`config.mk`:
```
export PLATFORM = sky130hd
export DESIGN_NAME = det_event_monitor
export DESIGN_NICKNAME = d
export VERILOG_FILES = /design/src/rtl/det_event_monitor.sv
export SDC_FILE = /design/constraint.sdc
export NUM_CORES = 1
export LEC_CHECK = 0
export ABC_CLOCK_PERIOD_IN_PS = 1560
export BUFFER_PORTS_ARGS = -buffer_cell sky130_fd_sc_hd__buf_4
export CORE_MARGIN = 1
export CORE_UTILIZATION = 35
export CTS_CLUSTER_DIAMETER = 50
export DETAILED_ROUTE_END_ITERATION = 16
export SKIP_CTS_REPAIR_TIMING = 1
export SYNTH_ARGS = -nofsm -noshare
export SYNTH_HDL_FRONTEND = slang
export SYNTH_SLANG_ARGS = --single-unit
```
`constraint.sdc`:
```
create_clock -name clk -period 1.56 [get_ports clk]
set_input_delay 0.468 -clock clk [delete_from_list [all_inputs] [get_ports clk]]
set_output_delay 0.468 -clock clk [all_outputs]
set_load 0.05 [all_outputs]
```
`src/rtl/det_event_monitor.sv`:
```
// det_event_monitor
//   Counts match pulses from the 11011 sequence detector over back-to-back
//   windows of WINDOW clock cycles. Each closed window's count is offered
//   on a valid/ready report interface. A threshold alarm is raised when
//   that count reaches THRESH.
//
//   Optional build macro: DET_MON_GAP_EN. When it is defined, the module
//   also reports the minimum gap between consecutive pulses in each window.
//
// Ports:
//   clk          rising-edge clock
//   reset        asynchronous active-high reset
//   enable       1 = run windows, 0 = idle (the partial window is discarded)
//   det_pulse    one event per high cycle
//   rpt_ready    consumer accepts the report when rpt_valid is also high
//   rpt_valid    a report is pending
//   rpt_count    event count of the reported window (saturating)
//   rpt_overrun  the pending report overwrote an unaccepted earlier report
//   alarm        the last closed window had count >= THRESH
//   running      the FSM is in RUN
//   rpt_min_gap  (DET_MON_GAP_EN only) minimum pulse distance in the
//                reported window; all-ones if the window had < 2 pulses
module det_event_monitor #(
  parameter int unsigned CNT_W  = 8,
  parameter int unsigned WIN_W  = 16,
  parameter int unsigned WINDOW = 1000,
  parameter int unsigned THRESH = 4
) (
  input  logic             clk,
  input  logic             reset,
  input  logic             enable,
  input  logic             det_pulse,
  input  logic             rpt_ready,
  output logic             rpt_valid,
  output logic [CNT_W-1:0] rpt_count,
  output logic             rpt_overrun,
  output logic             alarm,
  output logic             running
`ifdef DET_MON_GAP_EN
  ,
  output logic [WIN_W-1:0] rpt_min_gap
`endif
);

  localparam logic S_IDLE = 1'b0;
  localparam logic S_RUN  = 1'b1;

  localparam logic [WIN_W-1:0] LAST = WIN_W'(WINDOW - 1);

  logic             state;
  logic [WIN_W-1:0] timer;
  logic [CNT_W-1:0] acc;
  logic [CNT_W-1:0] acc_inc;
  logic             win_close;
  logic             accept;
  logic             hit;
  logic             drop;

  always_comb begin
    acc_inc   = (det_pulse && (acc != '1)) ? acc + 1'b1 : acc;
    win_close = (state == S_RUN) && (timer == LAST);
    accept    = rpt_valid && rpt_ready;
    hit       = (32'(acc_inc) >= THRESH);
    drop      = (state == S_RUN) && !enable;
  end

  assign running = (state == S_RUN);

  // Window timer, accumulator and FSM
  always_ff @(posedge clk or posedge reset) begin
    if (reset) begin
      state <= S_IDLE;
      timer <= '0;
      acc   <= '0;
    end else if (state == S_IDLE) begin
      timer <= '0;
      acc   <= '0;
      if (enable) state <= S_RUN;
    end else begin
      if (win_close || !enable) begin
        timer <= '0;
        acc   <= '0;
      end else begin
        timer <= timer + 1'b1;
        acc   <= acc_inc;
      end
      if (!enable) state <= S_IDLE;
    end
  end

  // Report register. A close takes priority over an accept in the same
  // cycle, and it also completes when enable falls in the close cycle.
  always_ff @(posedge clk or posedge reset) begin
    if (reset) begin
      rpt_valid   <= 1'b0;
      rpt_count   <= '0;
      rpt_overrun <= 1'b0;
      alarm       <= 1'b0;
    end else if (win_close) begin
      rpt_valid   <= 1'b1;
      rpt_count   <= acc_inc;
      rpt_overrun <= rpt_valid && !rpt_ready;
      alarm       <= hit;
    end else begin
      if (accept) begin
        rpt_valid   <= 1'b0;
        rpt_overrun <= 1'b0;
      end
      if (drop) alarm <= 1'b0;
    end
  end

`ifdef DET_MON_GAP_EN
  // gap_cnt is the distance from the last pulse in this window to the
  // current cycle. It is only meaningful once gap_seen is set.
  logic [WIN_W-1:0] gap_cnt;
  logic             gap_seen;
  logic [WIN_W-1:0] gap_min;
  logic [WIN_W-1:0] gap_min_nxt;

  always_comb begin
    gap_min_nxt = gap_min;
    if (det_pulse && gap_seen && (gap_cnt < gap_min)) gap_min_nxt = gap_cnt;
  end

  always_ff @(posedge clk or posedge reset) begin
    if (reset) begin
      gap_cnt  <= '0;
      gap_seen <= 1'b0;
      gap_min  <= '1;
    end else if ((state != S_RUN) || win_close || !enable) begin
      gap_cnt  <= '0;
      gap_seen <= 1'b0;
      gap_min  <= '1;
    end else begin
      if (det_pulse) begin
        gap_seen <= 1'b1;
        gap_cnt  <= WIN_W'(1);
      end else if (gap_seen && (gap_cnt != '1)) begin
        gap_cnt  <= gap_cnt + 1'b1;
      end
      gap_min <= gap_min_nxt;
    end
  end

  always_ff @(posedge clk or posedge reset) begin
    if (reset)          rpt_min_gap <= '1;
    else if (win_close) rpt_min_gap <= gap_min_nxt;
  end
`endif

endmodule

```
* Word level (Yosys, flattened, before mapping)
Index checks and enable logic that the tools add are counted.
** Storage, ports and cells
- Bits in registers :: 36
- Bits of input ports :: 5
- Output and inout port bits :: 12
- Logic and storage cells :: 33
** Operators by class
- Add/subtract/negate cells :: 2
- Magnitude comparators :: 1
- Equality and inequality tests :: 2
- Mux-type cells :: 11
- Reduce and logical (&&, ||, !) cells :: 10
** Operators with widths (number)
- 16-bit two-way mux :: 2
- 8-bit two-way mux :: 3
- 16-bit by 1-bit adder with 16-bit output (second input constant) :: 1
- 16-bit by 10-bit == test with 1-bit output (second input constant) :: 1
- 8-bit by 1-bit adder with 8-bit output (second input constant) :: 1
- 8-bit by 3-bit greater-or-equal comparator with 1-bit output (second input constant) :: 1
- 8-bit inequality test (second input constant) :: 1
- 1-bit two-way mux :: 6
- 1-bit logical AND :: 5
- 2-bit nonzero test :: 2
- 1-bit logical NOT :: 2
- 1-bit logical OR :: 1

* Logic depth before layout (Yosys ltp)
- Depth after elaboration :: 5
- Depth in mapped cells :: 7
- Gate-level depth less buffers :: 6

* Worst setup path before layout
No wires, ideal clock.
- Path type :: register -> register
- From :: reg state (netlist: running)
- To :: reg acc[4]
- Library setup time :: 126 ps
- Data arrival time :: 1617 ps
- Data required time :: 1434 ps
- Path slack :: -183 ps
- Cell stages (with the launch flop) :: 7
- Path buffers :: 1
- Period minus slack after synthesis :: 1743 ps
- Cells stage by stage :: dfrtp_1 > nand4bb_1 > nor4_2 > nand3_1 > nand3_2 > buf_4 > nor2_1
** On the way
- Word-level cells in the longest chain between the ends :: 4
** Ends and longest elaborated chain
- from (decl) :: RTL line 50 : logic state;
- from (signal assigned) :: RTL line 72 : state <= S_IDLE;
- from (signal assigned) :: RTL line 78 : if (enable) state <= S_RUN;
- from (signal assigned) :: RTL line 87 : if (!enable) state <= S_IDLE;
- 1-bit logical AND :: RTL line 61 : win_close = (state == S_RUN) && (timer == LAST);
- 1-bit logical OR :: RTL line 80 : if (win_close || !enable) begin
- 8-bit two-way mux :: RTL line 80
- 8-bit two-way mux * :: RTL line 75 : end else if (state == S_IDLE) begin
- to (signal assigned) :: RTL line 85 : acc <= acc_inc;
- to (decl) :: RTL line 52 : logic [CNT_W-1:0] acc;
Every way passes the cells marked *; elsewhere a longest branch is shown, timed or not.
A chain may end at the register's enable or synchronous reset.

* Final worst setup path
- From :: reg acc[0]
- To :: reg alarm
** On the way
- Word-level cells in the longest chain between the ends :: 5
- Elaborated cells on any way between the ends :: 6
- Classes of those cells :: add/sub: 1; order compare: 1; eq/ne: 1; mux: 2; reduce/logical: 1
** Ends and longest elaborated chain
- branches (longest 2 deep; another with 8-bit by 1-bit adder with 8-bit output)
- 8-bit two-way mux * :: RTL line 60 : acc_inc = (det_pulse && (acc != '1)) ? acc + 1'b1 : acc;
- 8-bit by 3-bit greater-or-equal comparator with 1-bit output * :: RTL line 63 : hit = (32'(acc_inc) >= THRESH);
- 1-bit two-way mux * :: RTL line 99 : end else if (win_close) begin
- to (signal assigned) :: RTL line 103 : alarm <= hit;
- to (decl) :: RTL line 37 : output logic alarm,
Every way passes the cells marked *.

==> impl_metrics.csv <==
group,metric,value,unit
timing,fmaxAchievable,0.6241,GHz
route,postRouteAntennaNets,0,
critical_path,regToRegSetupSlack,-0.04,ns
synthesis,post_synth_num_cell_types,36,
timing,clock-skew-final,0.008356,ns
timing,timing_worst_slew_pin_value,0.3903,ns
clocking,clock-root-buffer,"sky130_fd_sc_hd__clkbuf_8",
floorplan,core_area,4723,µm²
clocking,tritoncts.num_buffers,5,
grt,track_usage,14.68,%
placement,io_buffers,16,
critical_path,worstSetupEndpoint,"alarm",
floorplan,num_rows,25,
placement,detailedPlacementHpwl,2603,µm
route,drc,0,
timing,fin_hold_ws,0.2145,ns
critical_path,arrival,1.77,ns
grt,grt_first_pass_wirelength,5961,µm
floorplan,die_h,72.29,µm
clocking,cts-root-to-sink-buffers,2,
route,postRouteWirelength,3746,µm
layout,antennaDiodeCount,0,
clocking,cts_clk_pin_slew_worst_paths,0.07,ns
worst_hold_path,timing.hold.worst.class,"in -> async",
clocking,ctsHtreeMaxLevel,2,
critical_path,crit_type,"reg -> reg",
timing,total_neg_setup_slack,-0.2890,ns
grt,grt_overflow,0,
synthesis,sequential_cell_area_fraction_in_the_yosys_report,52.10,%
critical_path,crit_slowest_cell,"sky130_fd_sc_hd__dfrtp_2",
route,iteration_0_drc_count_of_the_detailed_router,50,
timing,slew_headroom,73.76,%
grt,vias_in_the_first_global_route,1383,
critical_path,crit-reg2reg-launch,"acc[0]",
synthesis,syn-num-nets,187,
floorplan,top_level_ports,17,
timing,rsz0062_at_grt,"yes",
outcome,violations,"negative setup slack",
synthesis,postSynthCellCount,180,
critical_path,worstPathCellList,"ha_4 -> and4_4 -> nand3_2 -> mux2i_1 -> nand3_1 -> o31a_1",
route,viasPerCell,4.748,
timing,final_min_period_over_clock_period,102.7,%
pwr,pwr_density_cell,693.6,nW/µm²
synthesis,ys_warn_count,0,
pwr,static-leakage-power,1.043,nW
placement,gp_congestion,0.7545,
route,first_pass_iters,4,
floorplan,floorplan.die_area,5226,µm²
layout,final_area,2567,µm²
synthesis,yosys_most_used_dff,"sky130_fd_sc_hd__dfrtp_1",
synthesis,post_synth_instance_area,1729,µm²
route,dr_total_vias,1429,
critical_path,critPathCaptureType,"register",
timing,setup-violations-final,16,
grt,initial_antenna_violation_count,0,
timing,worst_slack,-0.04226,ns
layout,drive_gt1_share,45.73,%
pwr,irDropWorstVdd,0.0005375,V
critical_path,timing.critical_path.from_type,"register",
critical_path,worst-r2r-cell-count,6,
outcome,run_status,"complete, but fails checks",
synthesis,postSynthAreaPerCell,9.606,µm²
layout,n_fill_cell,413,
placement,pre_cts_slack,-0.06948,ns
synthesis,synth_largest_area_cell,"sky130_fd_sc_hd__dfrtp_1",
critical_path,cpPeakStageDelay,0.45,ns
timing,timing.final.max_slew_violations,0,
synthesis,synthTopCellsByCount,"sky130_fd_sc_hd__nor2_1, sky130_fd_sc_hd__dfrtp_1, sky130_fd_sc_hd__nand2_1, sky130_fd_sc_hd__nand3_1, sky130_fd_sc_hd__xnor2_1",
synthesis,synth.area.top_cells,"sky130_fd_sc_hd__dfrtp_1, sky130_fd_sc_hd__nor2_1, sky130_fd_sc_hd__xnor2_1, sky130_fd_sc_hd__nand3_1, sky130_fd_sc_hd__nand2_1",
synthesis,yosysMostFrequentCell,"sky130_fd_sc_hd__nor2_1",
critical_path,cp_data_required_time,1.73,ns
layout,syn_to_final_growth,48.48,%
synthesis,synth_largest_type_area_fraction,52.10,%
critical_path,crit_start,"acc[0]",
clocking,tritoncts,"yes",
clocking,insertion_delay,0.28,ns
timing,fin_crit,1.602,ns
critical_path,rr_endpoint,"alarm",
synthesis,count_of_state_elements_after_synthesis,36,
route,wl_per_cell,12.45,µm
layout,fin_nets,241,
timing,hold_viol,0,
floorplan,fp.dieW,72.29,µm
synthesis,synth_enable_flop_cells,0,
floorplan,floorplan.initialDensity,36.61,%
clocking,numClockSinks,36,
grt,grt_max_degree,20,
flow_run,drv.max_cap_violation_count,0,
critical_path,path_max_fanout,5,
placement,dpl-instance-area,2200,µm²
synthesis,share_of_synthesized_registers_carrying_an_async_set_or_reset,100.0,%
-- through the flow --
step / util, % / instances / total power, mW
after detailed placement: 46.57 / 290 / 1.075
final: 54.36 / 301 / 1.781
after floorplan: - / 180 / 1.027
after global routing: 54.36 / 301 / 1.858
after CTS: 48.61 / 297 / 1.783
after global placement: 46.57 / 290 / 1.073
-- final cells by class --
cell class                      instances  area [µm²]  area share, %
Multi-Input combinational cell        130       982.2          38.26
Sequential cell                        36       904.6          35.23
Timing Repair Buffer                   54       474.2          18.47
Clock buffer                            7       96.34          3.752
Tap cell                               67       83.83          3.265
Inverter                                7       26.28          1.023
-- kinds of logic (layout without fill, tap and decap cells) --
kind of cell	Yosys count	count (layout)	share of synthesized area (%)
simple gates	86	86	24.53
flops	36	36	52.10
compound gates	23	23	8.177
buf+inv	14	68	3.907
xor+xnor	16	16	8.104
mux	3	3	1.737
fa+ha+maj	2	2	1.447
-- report_power, final --
part / internal, mW / total (mW) / switching, mW / leakage, nW
clock network: 0.393 / 0.697 / 0.304 / 0.0503
registers: 0.941 / 0.949 / 0.00806 / 0.452
logic: 0.0564 / 0.135 / 0.0782 / 0.541
-- worst min-delay path by stage --
stage,endpoint,cells after the start,startpoint,slack [ns]
floorplan,running,0,enable,0.50
global placement,rpt_count[6],2,rpt_count[6],0.47
detailed placement,rpt_count[6],2,rpt_count[6],0.47
CTS,timer[0],3,reset,0.21
global route,timer[0],3,reset,0.25
finish,timer[0],3,reset,0.21
-- layout by cell type (no fill, tap or decap), drive strengths merged --
master | Yosys | layout
buf | 5 | 52
nor2 | 37 | 37
dfrtp | 36 | 36
nand3 | 15 | 15
nand2 | 13 | 13
xnor2 | 11 | 11
clkbuf | 2 | 9
o21ai | 9 | 9
inv | 7 | 7
a21oi | 6 | 6
nor3 | 5 | 5
xor2 | 5 | 5
mux2i | 3 | 3
nand4 | 3 | 3
and4 | 3 | 3
nor4 | 3 | 3
and3 | 2 | 2
a31o | 2 | 2
ha | 2 | 2
or2b | 2 | 2
o21a | 1 | 1
nand4bb | 1 | 1
or2 | 1 | 1
a41oi | 1 | 1
a21o | 1 | 1
nand3b | 1 | 1
a2bb2oi | 1 | 1
o31a | 1 | 1
a211oi | 1 | 1
-- critical path: cells and delay by family, from the launching register on --
family	cells	cell delay, ns
multiplexers	1	0.25
AO/OA/AOI/OAI	1	0.25
flip-flops	1	0.45
AND/OR/NAND/NOR	3	0.38
adder cells (fa/ha/maj)	1	0.18
-- registers in the layout, indices dropped and copies added, names as in the netlist --
name,flops
timer,16
acc,8
rpt_valid,1
rpt_count,8
running,1
alarm,1
rpt_overrun,1
-- metal layers --
layer / vias up / share of wire [%] / track usage [%]
met2: 16 / 53 / 26.79
met1: 692 / 44 / 17.28
li1: 717 / - / -
met4: 0 / 0.72 / 3.922
met5: - / 0 / 0
met3: 4 / 2.7 / 3.333
(Power assumes the default switching activity.)
